### src/rtl/qspi_flash_responder_if.sv
// qspi_flash_responder_if: flash pad bundle plus the synchronous byte-wide memory port
interface qspi_flash_responder_if #(
    parameter int MEM_AW = 12
);
    logic              flash_csb;
    logic              flash_clk;
    logic [3:0]        io_in;
    logic [3:0]        io_out;
    logic [3:0]        io_oe;
    logic [MEM_AW-1:0] mem_addr;
    logic              mem_rd;
    logic [7:0]        mem_rdata;
    logic              cont_mode;
    logic              active;

    // Controller/memory side: drives the flash bus and returns memory data
    modport master (
        output flash_csb, flash_clk, io_in, mem_rdata,
        input  io_out, io_oe, mem_addr, mem_rd, cont_mode, active
    );

    // Responder side
    modport slave (
        input  flash_csb, flash_clk, io_in, mem_rdata,
        output io_out, io_oe, mem_addr, mem_rd, cont_mode, active
    );
endinterface

### src/rtl/qspi_flash_responder.sv
// qspi_flash_responder: oversampled SPI/QSPI flash target serving 0x03/0xEB reads from a byte memory
module qspi_flash_responder #(
    parameter int MEM_AW    = 12,
    parameter int DUMMY_QIO = 4
) (
    input logic                   clock,
    input logic                   resetb,
    qspi_flash_responder_if.slave bus
);
    localparam logic [2:0] S_IDLE  = 3'd0;
    localparam logic [2:0] S_CMD   = 3'd1;
    localparam logic [2:0] S_ADDR  = 3'd2;
    localparam logic [2:0] S_MODE  = 3'd3;
    localparam logic [2:0] S_DUMMY = 3'd4;
    localparam logic [2:0] S_DATA  = 3'd5;
    localparam logic [2:0] S_IGN   = 3'd6;

    localparam logic [7:0] DUMMY_LAST = 8'(DUMMY_QIO > 0 ? DUMMY_QIO - 1 : 0);

    logic [1:0]        csb_sync_q;
    logic [2:0]        clk_sync_q;
    logic [3:0]        io_s1_q, io_s2_q;
    logic [2:0]        state_q, state_d;
    logic [7:0]        cnt_q, cnt_d;
    logic [23:0]       sr_q, sr_d;
    logic              quad_q, quad_d;
    logic              cont_q, cont_d;
    logic [MEM_AW-1:0] addr_q, addr_d;
    logic              rd_q, rd_d;
    logic [3:0]        out_q, out_d;
    logic [3:0]        oe_q, oe_d;
    logic [7:0]        sh_q, sh_d;
    logic [2:0]        bcnt_q, bcnt_d;
    logic              rvalid_q;
    logic [7:0]        buf_q;

    logic              csb, rise, fall;
    logic [23:0]       shin;
    logic [7:0]        byte_v;
    logic [2:0]        bcnt_last;
    logic              addr_last;

    assign csb       = csb_sync_q[1];
    assign rise      = clk_sync_q[1] & ~clk_sync_q[2];
    assign fall      = ~clk_sync_q[1] & clk_sync_q[2];
    assign shin      = quad_q ? {sr_q[19:0], io_s2_q} : {sr_q[22:0], io_s2_q[0]};
    assign byte_v    = (bcnt_q == 3'd0) ? buf_q : sh_q;
    assign bcnt_last = quad_q ? 3'd1 : 3'd7;
    assign addr_last = cnt_q == (quad_q ? 8'd5 : 8'd23);

    // Two-flop synchronizers; io follows the same depth so data stays aligned with the clock edge
    always_ff @(posedge clock or negedge resetb) begin
        if (!resetb) begin
            csb_sync_q <= 2'b11;
            clk_sync_q <= 3'b000;
            io_s1_q    <= 4'h0;
            io_s2_q    <= 4'h0;
        end else begin
            csb_sync_q <= {csb_sync_q[0], bus.flash_csb};
            clk_sync_q <= {clk_sync_q[1:0], bus.flash_clk};
            io_s1_q    <= bus.io_in;
            io_s2_q    <= io_s1_q;
        end
    end

    // Transaction decode: rises shift in command/address/mode, falls shift out data; csb high wins
    always_comb begin
        state_d = state_q;
        cnt_d   = cnt_q;
        sr_d    = sr_q;
        quad_d  = quad_q;
        cont_d  = cont_q;
        addr_d  = addr_q;
        rd_d    = 1'b0;
        out_d   = out_q;
        oe_d    = oe_q;
        sh_d    = sh_q;
        bcnt_d  = bcnt_q;
        if (csb) begin
            state_d = S_IDLE;
            cnt_d   = 8'd0;
            bcnt_d  = 3'd0;
            out_d   = 4'h0;
            oe_d    = 4'h0;
        end else begin
            case (state_q)
                S_IDLE: begin
                    state_d = cont_q ? S_ADDR : S_CMD;
                    quad_d  = cont_q;
                    cnt_d   = 8'd0;
                end
                S_CMD: if (rise) begin
                    sr_d  = shin;
                    cnt_d = cnt_q + 8'd1;
                    if (cnt_q == 8'd7) begin
                        cnt_d   = 8'd0;
                        state_d = (shin[7:0] == 8'h03 || shin[7:0] == 8'hEB) ? S_ADDR : S_IGN;
                        quad_d  = shin[7:0] == 8'hEB;
                        cont_d  = (shin[7:0] == 8'hFF) ? 1'b0 : cont_q;
                    end
                end
                S_ADDR: if (rise) begin
                    sr_d  = shin;
                    cnt_d = cnt_q + 8'd1;
                    if (addr_last) begin
                        cnt_d   = 8'd0;
                        addr_d  = shin[MEM_AW-1:0];
                        rd_d    = 1'b1;
                        state_d = quad_q ? S_MODE : S_DATA;
                    end
                end
                S_MODE: if (rise) begin
                    sr_d  = shin;
                    cnt_d = cnt_q + 8'd1;
                    if (cnt_q == 8'd1) begin
                        cnt_d   = 8'd0;
                        cont_d  = shin[5:4] == 2'b10;
                        state_d = (DUMMY_QIO == 0) ? S_DATA : S_DUMMY;
                    end
                end
                S_DUMMY: if (rise) begin
                    cnt_d = cnt_q + 8'd1;
                    if (cnt_q == DUMMY_LAST) begin
                        cnt_d   = 8'd0;
                        state_d = S_DATA;
                    end
                end
                S_DATA: if (fall) begin
                    out_d  = quad_q ? byte_v[7:4] : {2'b00, byte_v[7], 1'b0};
                    oe_d   = quad_q ? 4'b1111 : 4'b0010;
                    sh_d   = quad_q ? {byte_v[3:0], 4'h0} : {byte_v[6:0], 1'b0};
                    bcnt_d = (bcnt_q == bcnt_last) ? 3'd0 : bcnt_q + 3'd1;
                    if (bcnt_q == 3'd0) begin
                        addr_d = addr_q + MEM_AW'(1);
                        rd_d   = 1'b1;
                    end
                end
                S_IGN: oe_d = 4'h0;
                default: state_d = S_IDLE;
            endcase
        end
    end

    // State registers; the prefetch buffer captures memory data one clock after the strobe
    always_ff @(posedge clock or negedge resetb) begin
        if (!resetb) begin
            state_q  <= S_IDLE;
            cnt_q    <= 8'd0;
            sr_q     <= 24'd0;
            quad_q   <= 1'b0;
            cont_q   <= 1'b0;
            addr_q   <= '0;
            rd_q     <= 1'b0;
            out_q    <= 4'h0;
            oe_q     <= 4'h0;
            sh_q     <= 8'd0;
            bcnt_q   <= 3'd0;
            rvalid_q <= 1'b0;
            buf_q    <= 8'd0;
        end else begin
            state_q  <= state_d;
            cnt_q    <= cnt_d;
            sr_q     <= sr_d;
            quad_q   <= quad_d;
            cont_q   <= cont_d;
            addr_q   <= addr_d;
            rd_q     <= rd_d;
            out_q    <= out_d;
            oe_q     <= oe_d;
            sh_q     <= sh_d;
            bcnt_q   <= bcnt_d;
            rvalid_q <= rd_q;
            buf_q    <= rvalid_q ? bus.mem_rdata : buf_q;
        end
    end

    assign bus.io_out    = out_q;
    assign bus.io_oe     = oe_q;
    assign bus.mem_addr  = addr_q;
    assign bus.mem_rd    = rd_q;
    assign bus.cont_mode = cont_q;
    assign bus.active    = state_q != S_IDLE;
endmodule

### src/flat_wrapper.sv
// flat-port wrapper written by rule: the top's interface ports become plain ports
module qspi_flash_responder_flat 
#(
    parameter int MEM_AW    = 12,
    parameter int DUMMY_QIO = 4
)
  (clock, resetb, bus_flash_csb, bus_flash_clk, bus_io_in, bus_mem_rdata, bus_io_out, bus_io_oe, bus_mem_addr, bus_mem_rd, bus_cont_mode, bus_active);
  qspi_flash_responder_if #(.MEM_AW(MEM_AW)) bus_i ();
  input logic clock;
  input logic resetb;
  input wire logic [$bits(bus_i.flash_csb)-1:0] bus_flash_csb;
  input wire logic [$bits(bus_i.flash_clk)-1:0] bus_flash_clk;
  input wire logic [$bits(bus_i.io_in)-1:0] bus_io_in;
  input wire logic [$bits(bus_i.mem_rdata)-1:0] bus_mem_rdata;
  output wire logic [$bits(bus_i.io_out)-1:0] bus_io_out;
  output wire logic [$bits(bus_i.io_oe)-1:0] bus_io_oe;
  output wire logic [$bits(bus_i.mem_addr)-1:0] bus_mem_addr;
  output wire logic [$bits(bus_i.mem_rd)-1:0] bus_mem_rd;
  output wire logic [$bits(bus_i.cont_mode)-1:0] bus_cont_mode;
  output wire logic [$bits(bus_i.active)-1:0] bus_active;
  assign bus_i.flash_csb = bus_flash_csb;
  assign bus_i.flash_clk = bus_flash_clk;
  assign bus_i.io_in = bus_io_in;
  assign bus_i.mem_rdata = bus_mem_rdata;
  assign bus_io_out = bus_i.io_out;
  assign bus_io_oe = bus_i.io_oe;
  assign bus_mem_addr = bus_i.mem_addr;
  assign bus_mem_rd = bus_i.mem_rd;
  assign bus_cont_mode = bus_i.cont_mode;
  assign bus_active = bus_i.active;
  qspi_flash_responder #(.MEM_AW(MEM_AW), .DUMMY_QIO(DUMMY_QIO)) u_core (.clock(clock), .resetb(resetb), .bus(bus_i));
endmodule
### config.mk
export PLATFORM = sky130hd
export DESIGN_NAME = qspi_flash_responder_flat
export DESIGN_NICKNAME = d
export VERILOG_FILES = /design/src/rtl/qspi_flash_responder_if.sv /design/src/rtl/qspi_flash_responder.sv /design/src/flat_wrapper.sv
export SDC_FILE = /design/constraint.sdc
export NUM_CORES = 1
export LEC_CHECK = 0
export CAP_MARGIN = 40
export CORE_MARGIN = 2
export CORE_UTILIZATION = 57
export CTS_CLUSTER_DIAMETER = 40
export DETAILED_ROUTE_END_ITERATION = 8
export GPL_TIMING_DRIVEN = 0
export HOLD_SLACK_MARGIN = 0.08
export PLACE_DENSITY_LB_ADDON = 0.1
export SYNTH_ARGS = -nofsm -noshare
export SYNTH_HDL_FRONTEND = slang
export SYNTH_SLANG_ARGS = --single-unit
### constraint.sdc
create_clock -name clock -period 2.4 [get_ports clock]
set_input_delay 0.24 -clock clock [delete_from_list [all_inputs] [get_ports clock]]
set_output_delay 0.24 -clock clock [all_outputs]
set_load 0.01 [all_outputs]
## After elaboration in Yosys (flattened, before gate mapping)

Index checks and enable logic that the tools add are counted.

- Reduce and logical (&&, ||, !) cells: 22
- Muxes and demuxes: 60
- Bitwise gates (word level): 5
- $add $sub $neg: 3
- Equal/unequal tests: 34

Operators by type and width:

| operator | count |
|---|---|
| $mux 8 | 11 |
| $mux 12 | 5 |
| $mux 3 | 16 |
| $pmux 8 s5 | 1 |
| $mux 4 | 7 |
| $ne 3x1->1 const B | 9 |
| $pmux 12 s2 | 1 |
| $ne 2x1->1 const B | 10 |
| $pmux 3 s6 | 1 |
| $eq 8x2->1 const B | 2 |
| $eq 8x8->1 const B | 2 |
| $add 12x1->12 const B | 1 |
| $mux 1 | 12 |
| $reduce_bool 2->1 | 5 |
| $eq 3x3->1 const B | 3 |
| $reduce_and 9->1 | 1 |
| $add 8x1->8 const B | 1 |
| $eq 8x1->1 const B | 1 |
| $eq 8x3->1 const B | 1 |
| $eq 8x8->1 | 1 |
| $pmux 4 s2 | 1 |
| $reduce_and 7->1 | 1 |
| $eq 3x2->1 const B | 2 |
| $logic_not 3->1 | 2 |
| other kinds (19) | 27 |

- Input port bits: 16
- Word-level logic and storage cells: 141
- Register bits after elaboration: 78
- Output and inout port bits: 23

## Longest topological paths before layout

Gate-level depths: netlist (run 1).

- Depth in word-level cells: 8
- Depth in mapped cells: 8
- Depth with buffers taken out: 7

## Least setup slack after synthesis (run 1)

OpenSTA, ideal clock, no wires.

- Path kind: reg2reg
- Start point: register u_core.bcnt_q[0]
- End point: register u_core.addr_q[0] (netlist: u_core.bus.mem_addr[0])
- Data required time: 2.276 ns
- Path buffers: 1
- Data arrival time: 1.882 ns
- Library setup time: 0.124 ns
- Cell stages (with the launch flop): 8
- Clock period less this slack: 2.006 ns
- Setup slack: 0.394 ns
- Cells stage by stage: dfrtp_1 inv_1 ha_1 nor2b_1 clkbuf_1 a32oi_1 or2_2 a211o_1

- Word-level cells in the longest chain between the ends: 3

RTL lines:

| item | line | text |
|---|---|---|
| start, declared | qspi_flash_responder.sv:33 | `logic [2:0] bcnt_q, bcnt_d;` |
| start signal, assigned | qspi_flash_responder.sv:171 | `bcnt_q <= bcnt_d;` |
| $logic_not 3->1 | qspi_flash_responder.sv:133 | `if (bcnt_q == 3'd0) begin` |
| $ne 2x1->1 (no line) | - |  |
| $reduce_and 6->1 (no line) | - |  |
| end signal, assigned | qspi_flash_responder.sv:166 | `addr_q <= addr_d;` |
| end, declared | qspi_flash_responder.sv:28 | `logic [MEM_AW-1:0] addr_q, addr_d;` |

No other way between the ends.
A chain may end at the register's enable or synchronous reset.

## Final worst setup path (run 1)

- Start point: register u_core.cnt_q[5]
- End point: register u_core.state_q[0]

- Word-level cells in the longest chain between the ends: 3
- Elaborated cells on any way between the ends: 9
- Classes of those cells: eq/ne: 8; reduce/logical: 1

RTL lines:

| item | line | text |
|---|---|---|
| start, declared | qspi_flash_responder.sv:24 | `logic [7:0] cnt_q, cnt_d;` |
| start signal, assigned | qspi_flash_responder.sv:162 | `cnt_q <= cnt_d;` |
| $eq 8x2->1 (tied with other cells) | qspi_flash_responder.sv:123 | `if (cnt_q == DUMMY_LAST) begin` |
| $ne 3x1->1 (no line) | - |  |
| $reduce_and 9->1 (no line) (*) | - |  |
| end signal, assigned | qspi_flash_responder.sv:161 | `state_q <= state_d;` |
| end, declared | qspi_flash_responder.sv:23 | `logic [2:0] state_q, state_d;` |

Every way passes the cells marked *; elsewhere a longest branch is shown, timed or not.

==> results of run 1 <==
==> flip-flops by register name (all words and copies together) (netlist names) <==
register and cells:
u_core.bus.mem_addr 12, u_core.sr_q 11, u_core.buf_q 8, u_core.cnt_q 8, u_core.sh_q 7, u_core.bus.io_out 4, u_core.io_s1_q 4, u_core.io_s2_q 4
u_core.bcnt_q 3, u_core.clk_sync_q 3, u_core.state_q 3, u_core.bus.io_oe 2, u_core.csb_sync_q 2, u_core.bus.cont_mode 1, u_core.bus.mem_rd 1, u_core.quad_q 1
u_core.rvalid_q 1
==> final cells by class <==
class | count | share of cell area [%]
Tap cell | 80 | 2.15
Buffer | 26 | 2.53
Clock inverter | 6 | 2.07
Clock buffer | 10 | 2.74
Sequential cell | 75 | 40.4
Timing Repair Buffer | 40 | 8.93
Multi-Input combinational cell | 286 | 40.0
Inverter | 15 | 1.21
==> worst reg2reg max path, cell delays in order, from the launching register on <==
cell and delay (ns):
dfrtp_1 0.46, nor4_4 0.43, a31oi_1 0.18, a221o_2 0.42
buf_2 0.19, o311ai_0 0.33, nand2_1 0.10
==> cells by family after synthesis <==
family	share of synthesized area, %
compound gates	16.4
xor+xnor	0.450
fa+ha+maj	1.93
buf+inv	4.40
flops	48.2
mux	9.48
simple gates	19.1
==> path summary, 6_finish.rpt <==
path,start,end,slack [ns]
worst max-delay path,u_core.cnt_q[5]$_DFFE_PN0P_,u_core.state_q[0]$_DFFE_PN0P_,0.19
worst min-delay path,bus_flash_csb,u_core.csb_sync_q[0]$_DFF_PN1_,0.30
worst max register to register,u_core.cnt_q[5]$_DFFE_PN0P_,u_core.state_q[0]$_DFFE_PN0P_,0.19
worst min register to register,u_core.io_s1_q[0]$_DFF_PN0_,u_core.io_s2_q[0]$_DFF_PN0_,0.35
max in group asynchronous,resetb,u_core.clk_sync_q[1]$_DFF_PN0_,1.50
min in group asynchronous,resetb,u_core.quad_q$_DFFE_PN0P_,0.35
==> per-layer routing <==
layer  wire length [um]  GRT usage [%]  up-vias
li1                   -              -     1562
met1               4200           37.2     1600
met2               4040           38.0       97
met3                481           6.29       10
met4                 91           8.52        0
met5                  0              0        -
==> repair_timing <==
item / CTS / global route
endpoints found under the hold margin: 25 / 0
gates resized for setup: 0 / 6
setup endpoints to repair: 0 / 15
hold buffers: 1 / 0
==> metrics by stage <==
step,TNS [ns],instances
CTS,0,538
detailed placement,0,521
floorplan,0,402
finish,0,538
global route,0,538
global placement,-110.32,520
==> where the power goes <==
group	switching (uW)	internal, uW	total [uW]
Combinational	817	666	1480
Clock	510	598	1110
Sequential	257	1530	1780
==> layout by cell type, fill, tap and decap left out, types with 3 or more instances in the layout <==
| cell type | netlist | routed |
|---|---|---|
| nand4_1 | 6 | 6 |
| o21ai_0 | 26 | 26 |
| a2bb2oi_1 | 10 | 10 |
| o311ai_0 | 3 | 3 |
| nor2b_1 | 4 | 4 |
| clkdlybuf4s50_1 | 0 | 37 |
| o22ai_1 | 5 | 5 |
| o31ai_1 | 6 | 6 |
| buf_2 | 8 | 8 |
| a31oi_1 | 5 | 5 |
| inv_1 | 14 | 14 |
| ha_1 | 6 | 6 |
| mux2_2 | 15 | 15 |
| clkbuf_8 | 0 | 9 |
| a21oi_1 | 16 | 16 |
| nor3_1 | 13 | 13 |
| and3_1 | 4 | 4 |
| mux2i_1 | 20 | 20 |
| dfrtp_1 | 73 | 73 |
| nor4_1 | 3 | 3 |
| nand2_1 | 53 | 53 |
| nand3_1 | 13 | 13 |
| buf_4 | 2 | 3 |
| clkbuf_1 | 14 | 13 |
| o211ai_1 | 6 | 6 |
| nor3b_1 | 4 | 4 |
| nor2_1 | 29 | 29 |
==> metrics.md, run 1 <==
| Metric | Value |
|---|---|
| Sink Count | 75 |
| 1st-pass router iterations | 4 |
| Via Count | 3,269 |
| Starting DRT DRC Count | 164 |
| Postcts setup bufs | 0 |
| Placed Area | 4400 um^2 |
| GR Overflow Total | 0 |
| Max-slew violations | 0 |
| Height of the die | 86.7 um |
| Clock buffer depth | 2 |
| Critical path data required time | 2.64 ns |
| Unique cell type count in the Yosys netlist | 59 |
| Count leader, synth | dfrtp_1 |
| Slew HR | 52.4% |
| Async SR Flop Fraction | 100% |
| Largest net degree at the start of global routing | 49 |
| Synthesized cell area | 3890 um^2 |
| Post-synthesis sequential area ratio | 48.2% |
| CTS buffer count | 9 |
| Max-Cap Viols | 0 |
| Yosys warns | 0 |
| Final GP Congestion | 0.883 |
| Critical Path Fanout Max | 10 |
| Post-Syn Area per Cell | 9.69 um^2 |
| CTS root buffer | clkbuf_8 |
| Cell area after layout | 4650 um^2 |
| Routed WL | 8.81 mm |
| Gr usage total | 25.7% |
| Die X | 86.7 um |
| Synth area leader | dfrtp_1 |
| Post-route DRC | 0 |
| Layout cells sized above 1 | 12.2% |
| Area of the multi-input gates | 1860 um^2 |
| Wire length per cell | 16.4 um |
| Initial Util | 58.0% |
| Power after layout | 4370 uW |
| Final core occ | 69.3% |
| WHS Path Cells | 1 |
| CP endpoint kind | flop |
| WHS | 0.296 ns |
| Pre-CTS setup slack | 0.0620 ns |
| Setup crit start kind | flop |
| Static Leak | 0.00206 uW |
| Reg area | 1880 um^2 |
| CTS tree | built |
| Final Hold Viols | 0 |
| Critical Path AT | 2.45 ns |
| Fraction of the cycle the final worst path needs | 92.0% |
| Detail Placement HPWL | 6.28 mm |
| WP depth | 6 |
| Number of port buffers | 38 |
| Top post-synthesis cells by area | dfrtp_1 47%, mux2i_1 5.1%, nand2_1 5.1%, mux2_2 4.3%, o21ai_0 3.3% |
| Slowest stage cell, crit path | dfrtp_1 |
| RSZ-0062 raised after global routing | false |
| Max incr delay on CP | 0.46 ns |
| Final worst slack | 0.192 ns |
| Fill cells | 528 |
| Syn_nets | 424 |
| Vias in the first global route | 3,114 |
| Mapped Cells | 402 |
| Setup Skew | 0.0122 ns |
| #FFs+latches synth | 75 |
| VDD IR-drop max | 0.000510 V |
| Die area | 7510 um^2 |
| Slew @ Worst Pin | 0.713 ns |
| Synth Flop Type | dfrtp_1 |
| Cells on worst reg2reg path | 6 |
| # rows | 30 |
| Via/cell ratio | 6.08 |
| Synth cell count leaders | 73 x dfrtp_1, 53 x nand2_1, 29 x nor2_1 |
| Crit-path cells | nor4_4, a31oi_1, a221o_2, buf_2, o311ai_0, nand2_1 |
| Pwr per Cell Area | 940 nW/um^2 |
| Status | completed |
| Layout area overhead | 19.5% |
| Final count of negative-setup-slack endpoints | 0 |
| Clock Pin Slew Worst Setup and Hold Paths | 0.08 ns |
| Initial antenna violation count | 0 |
| Global-route wire length before repair | 14.9 mm |
| Post-layout min period | 2.21 ns |
| Nets | 475 |
| Worst-Skew Late Latency | 0.36 ns |
| Crit-path leading delay family | compound AO/OA/AOI/OAI gates |
| H-tree depth | 3 |
| Core Area | 6720 um^2 |
| Final ANT Viol Nets | 0 |
| Top cell type's share of synthesized area | 46.9% |
| N_diodes | 0 |
| EDFF count, synth | 0 |
| Max Freq | 453 MHz |
| Buf/Inv on CP | 1 |
| I/O Pins | 39 |
| Hold crit path type | in2reg |
| Worst setup path class | reg2reg |
Power figures use the tool's default switching activity.
==> run 2, diff against run 1 <==
--- a/config.mk
+++ b/config.mk
@@ -7,7 +7,7 @@
 export LEC_CHECK = 0
 export CAP_MARGIN = 40
 export CORE_MARGIN = 2
-export CORE_UTILIZATION = 57
+export CORE_UTILIZATION = 40
 export CTS_CLUSTER_DIAMETER = 40
 export DETAILED_ROUTE_END_ITERATION = 8
 export GPL_TIMING_DRIVEN = 0
==> run 2 against run 1 <==
- hold slack got worse by 0.0077 ns
- die area rose by 40%
- flip-flop and latch count did not move
- final cell count rose by 10%
- critical path depth rose by 1
- worst setup slack improved by 0.010 ns
- clock skew rose by 0.0015 ns
- sequential share of layout area fell by 0.28 points
- maximum frequency rose by 0.46%
- utilization fell by 20 points
- via count fell by 1.6%
==> metrics.md, run 2 (synthesis results as in run 1) <==
| Metric | Value |
|---|---|
| Pre-CTS setup slack | 0.0134 ns |
| Final GP Congestion | 0.848 |
| Routed WL | 9.19 mm |
| DR WL met2 | 4.21 mm |
| RSZ-0062 raised after global routing | false |
| Final Hold Viols | 0 |
| Clock buffer depth | 2 |
| Static Leak | 0.00205 uW |
| Max incr delay on CP | 0.48 ns |
| Initial antenna violation count | 0 |
| Final count of negative-setup-slack endpoints | 0 |
| Non-filler instance count after layout | 592 |
| CTS root buffer | clkbuf_8 |
| Via/cell ratio | 5.43 |
| Max Freq | 455 MHz |
| Slew HR | 56.5% |
| Pwr per Cell Area | 907 nW/um^2 |
| Layout cells sized above 1 | 12.4% |
| Commonest non-fill, non-tap cells in the layout | 73 x dfrtp_1, 53 x nand2_1, 37 x clkdlybuf4s50_1 |
| Setup crit start kind | flop |
| N_diodes | 0 |
| CTS buffer count | 9 |
| Final setup TNS | 0 ns |
| 1st-pass router iterations | 5 |
| Critical Path Fanout Max | 10 |
| Number of port buffers | 38 |
| Cells on worst reg2reg path | 7 |
| Clock Pin Slew Worst Setup and Hold Paths | 0.08 ns |
| H-tree depth | 3 |
| Starting DRT DRC Count | 115 |
| Slowest stage cell, crit path | buf_1 |
| Post-layout min period | 2.20 ns |
| Worst setup path class | reg2reg |
| GR Overflow Total | 0 |
| DR WL met3 | 494 um |
| VDD IR-drop max | 0.000365 V |
| Crit-path cells | buf_2, buf_1, buf_2, inv_1, o21ai_0, o21ai_0, o31ai_1 |
| Core Area | 9590 um^2 |
| Max-Cap Viols | 0 |
| Setup Skew | 0.0137 ns |
| Gr usage total | 19.1% |
| Reg2reg start | u_core.quad_q$_DFFE_PN0P_ |
| Final worst slack | 0.202 ns |
| Worst-Skew Late Latency | 0.37 ns |
| Post-route DRC | 0 |
| # rows | 36 |
| Uppermost layer routed | met4 |
| Placed Area | 4470 um^2 |
| Vias in the first global route | 3,203 |
| Final ANT Viol Nets | 0 |
| Max-slew violations | 0 |
| Global-route wire length before repair | 15.7 mm |
| I/O Pins | 39 |
| Critical Path Start | u_core.quad_q$_DFFE_PN0P_ |
| Die X | 103 um |
| Status | completed |
| Via Count | 3,217 |
| Sink Count | 75 |
| Placed cells | 575 |
| Max reg flops | 12 |
| Wire length per cell | 15.5 um |
| Largest net degree at the start of global routing | 44 |
| WHS | 0.288 ns |
| Die area | 10,500 um^2 |
| Hold crit path type | in2reg |
| WHS Path Cells | 1 |
| Critical Path AT | 2.45 ns |
| Fraction of the cycle the final worst path needs | 91.6% |
| Fill cells | 893 |
| Cell area after layout | 4690 um^2 |
| Initial Util | 40.6% |
| CTS tree | built |
| Height of the die | 103 um |
| Critical path data required time | 2.66 ns |
| Most common cell after layout, fill and taps aside | dfrtp_1 |
| CP endpoint kind | flop |
| Worst Hold Launch | bus_flash_csb |
| Layout area overhead | 20.3% |
| Met1 WL | 4.35 mm |
| Detail Placement HPWL | 6.76 mm |
| Postcts setup bufs | 0 |
| Nets | 476 |
| Slew @ Worst Pin | 0.652 ns |
-- run 2: cell count changes in the layout (fill, tap and decap cells not counted), sizes merged --
| cell | before | now |
|---|---|---|
| buf | 14 | 15 |
| bufinv | 2 | 1 |
| clkinvlp | 1 | 2 |
-- run 2: cell type report --
type / count / area [um^2] / area share, %
multi-input combinational: 286 / 1850 / 39.5
clock buffer: 10 / 128 / 2.72
sequential: 75 / 1880 / 40.1
buffer: 26 / 118 / 2.51
inverter: 15 / 56.3 / 1.20
clock inverter: 6 / 71.3 / 1.52
tap: 133 / 166 / 3.55
timing repair buffer: 41 / 415 / 8.87
-- run 2: path summary, 6_finish.rpt --
path,slack [ns],end
worst max-delay path,0.20,u_core.state_q[1]$_DFFE_PN0P_
worst min-delay path,0.29,u_core.csb_sync_q[0]$_DFF_PN1_
worst max register to register,0.20,u_core.state_q[1]$_DFFE_PN0P_
worst min register to register,0.35,u_core.clk_sync_q[1]$_DFF_PN0_
max in group asynchronous,1.46,u_core.bus.mem_addr[6]$_DFFE_PN0P_
min in group asynchronous,0.37,u_core.sr_q[2]$_DFFE_PN0P_
-- run 2: critical path: cells and delay by family (launching register included) --
family / cells / cell delay [ns]
flip-flops: 1 / 0.32
buffers and inverters: 4 / 1.24
AO/OA/AOI/OAI: 3 / 0.52
-- run 2: through the flow --
| step | util, % | total power [uW] |
|---|---|---|
| after CTS | 48.7 | 4280 |
| final | 48.8 | 4250 |
| after global routing | 48.8 | 4550 |
| after detailed placement | 46.6 | 3270 |
| after floorplan | - | 2710 |
| after global placement | 46.3 | 3250 |
-- run 2: what timing repair did --
item | CTS | global route
endpoints found under the setup margin | 1 | 6
hold buffers | 1 | 0
pin swaps | 0 | 0
hold endpoints to repair | 30 | 0
gates resized for setup | 1 | 3
-- run 2: power by group --
group,switching [uW],internal (uW)
Clock,505,489
Combinational,808,665
Sequential,258,1530
Total,1570,2680
-- run 2: per-layer routing --
layer	global-route usage, %	vias to the layer above
met1	26.6	1542
li1	-	1565
met2	29.5	98
met4	6.36	0
met5	0	-
met3	4.54	12
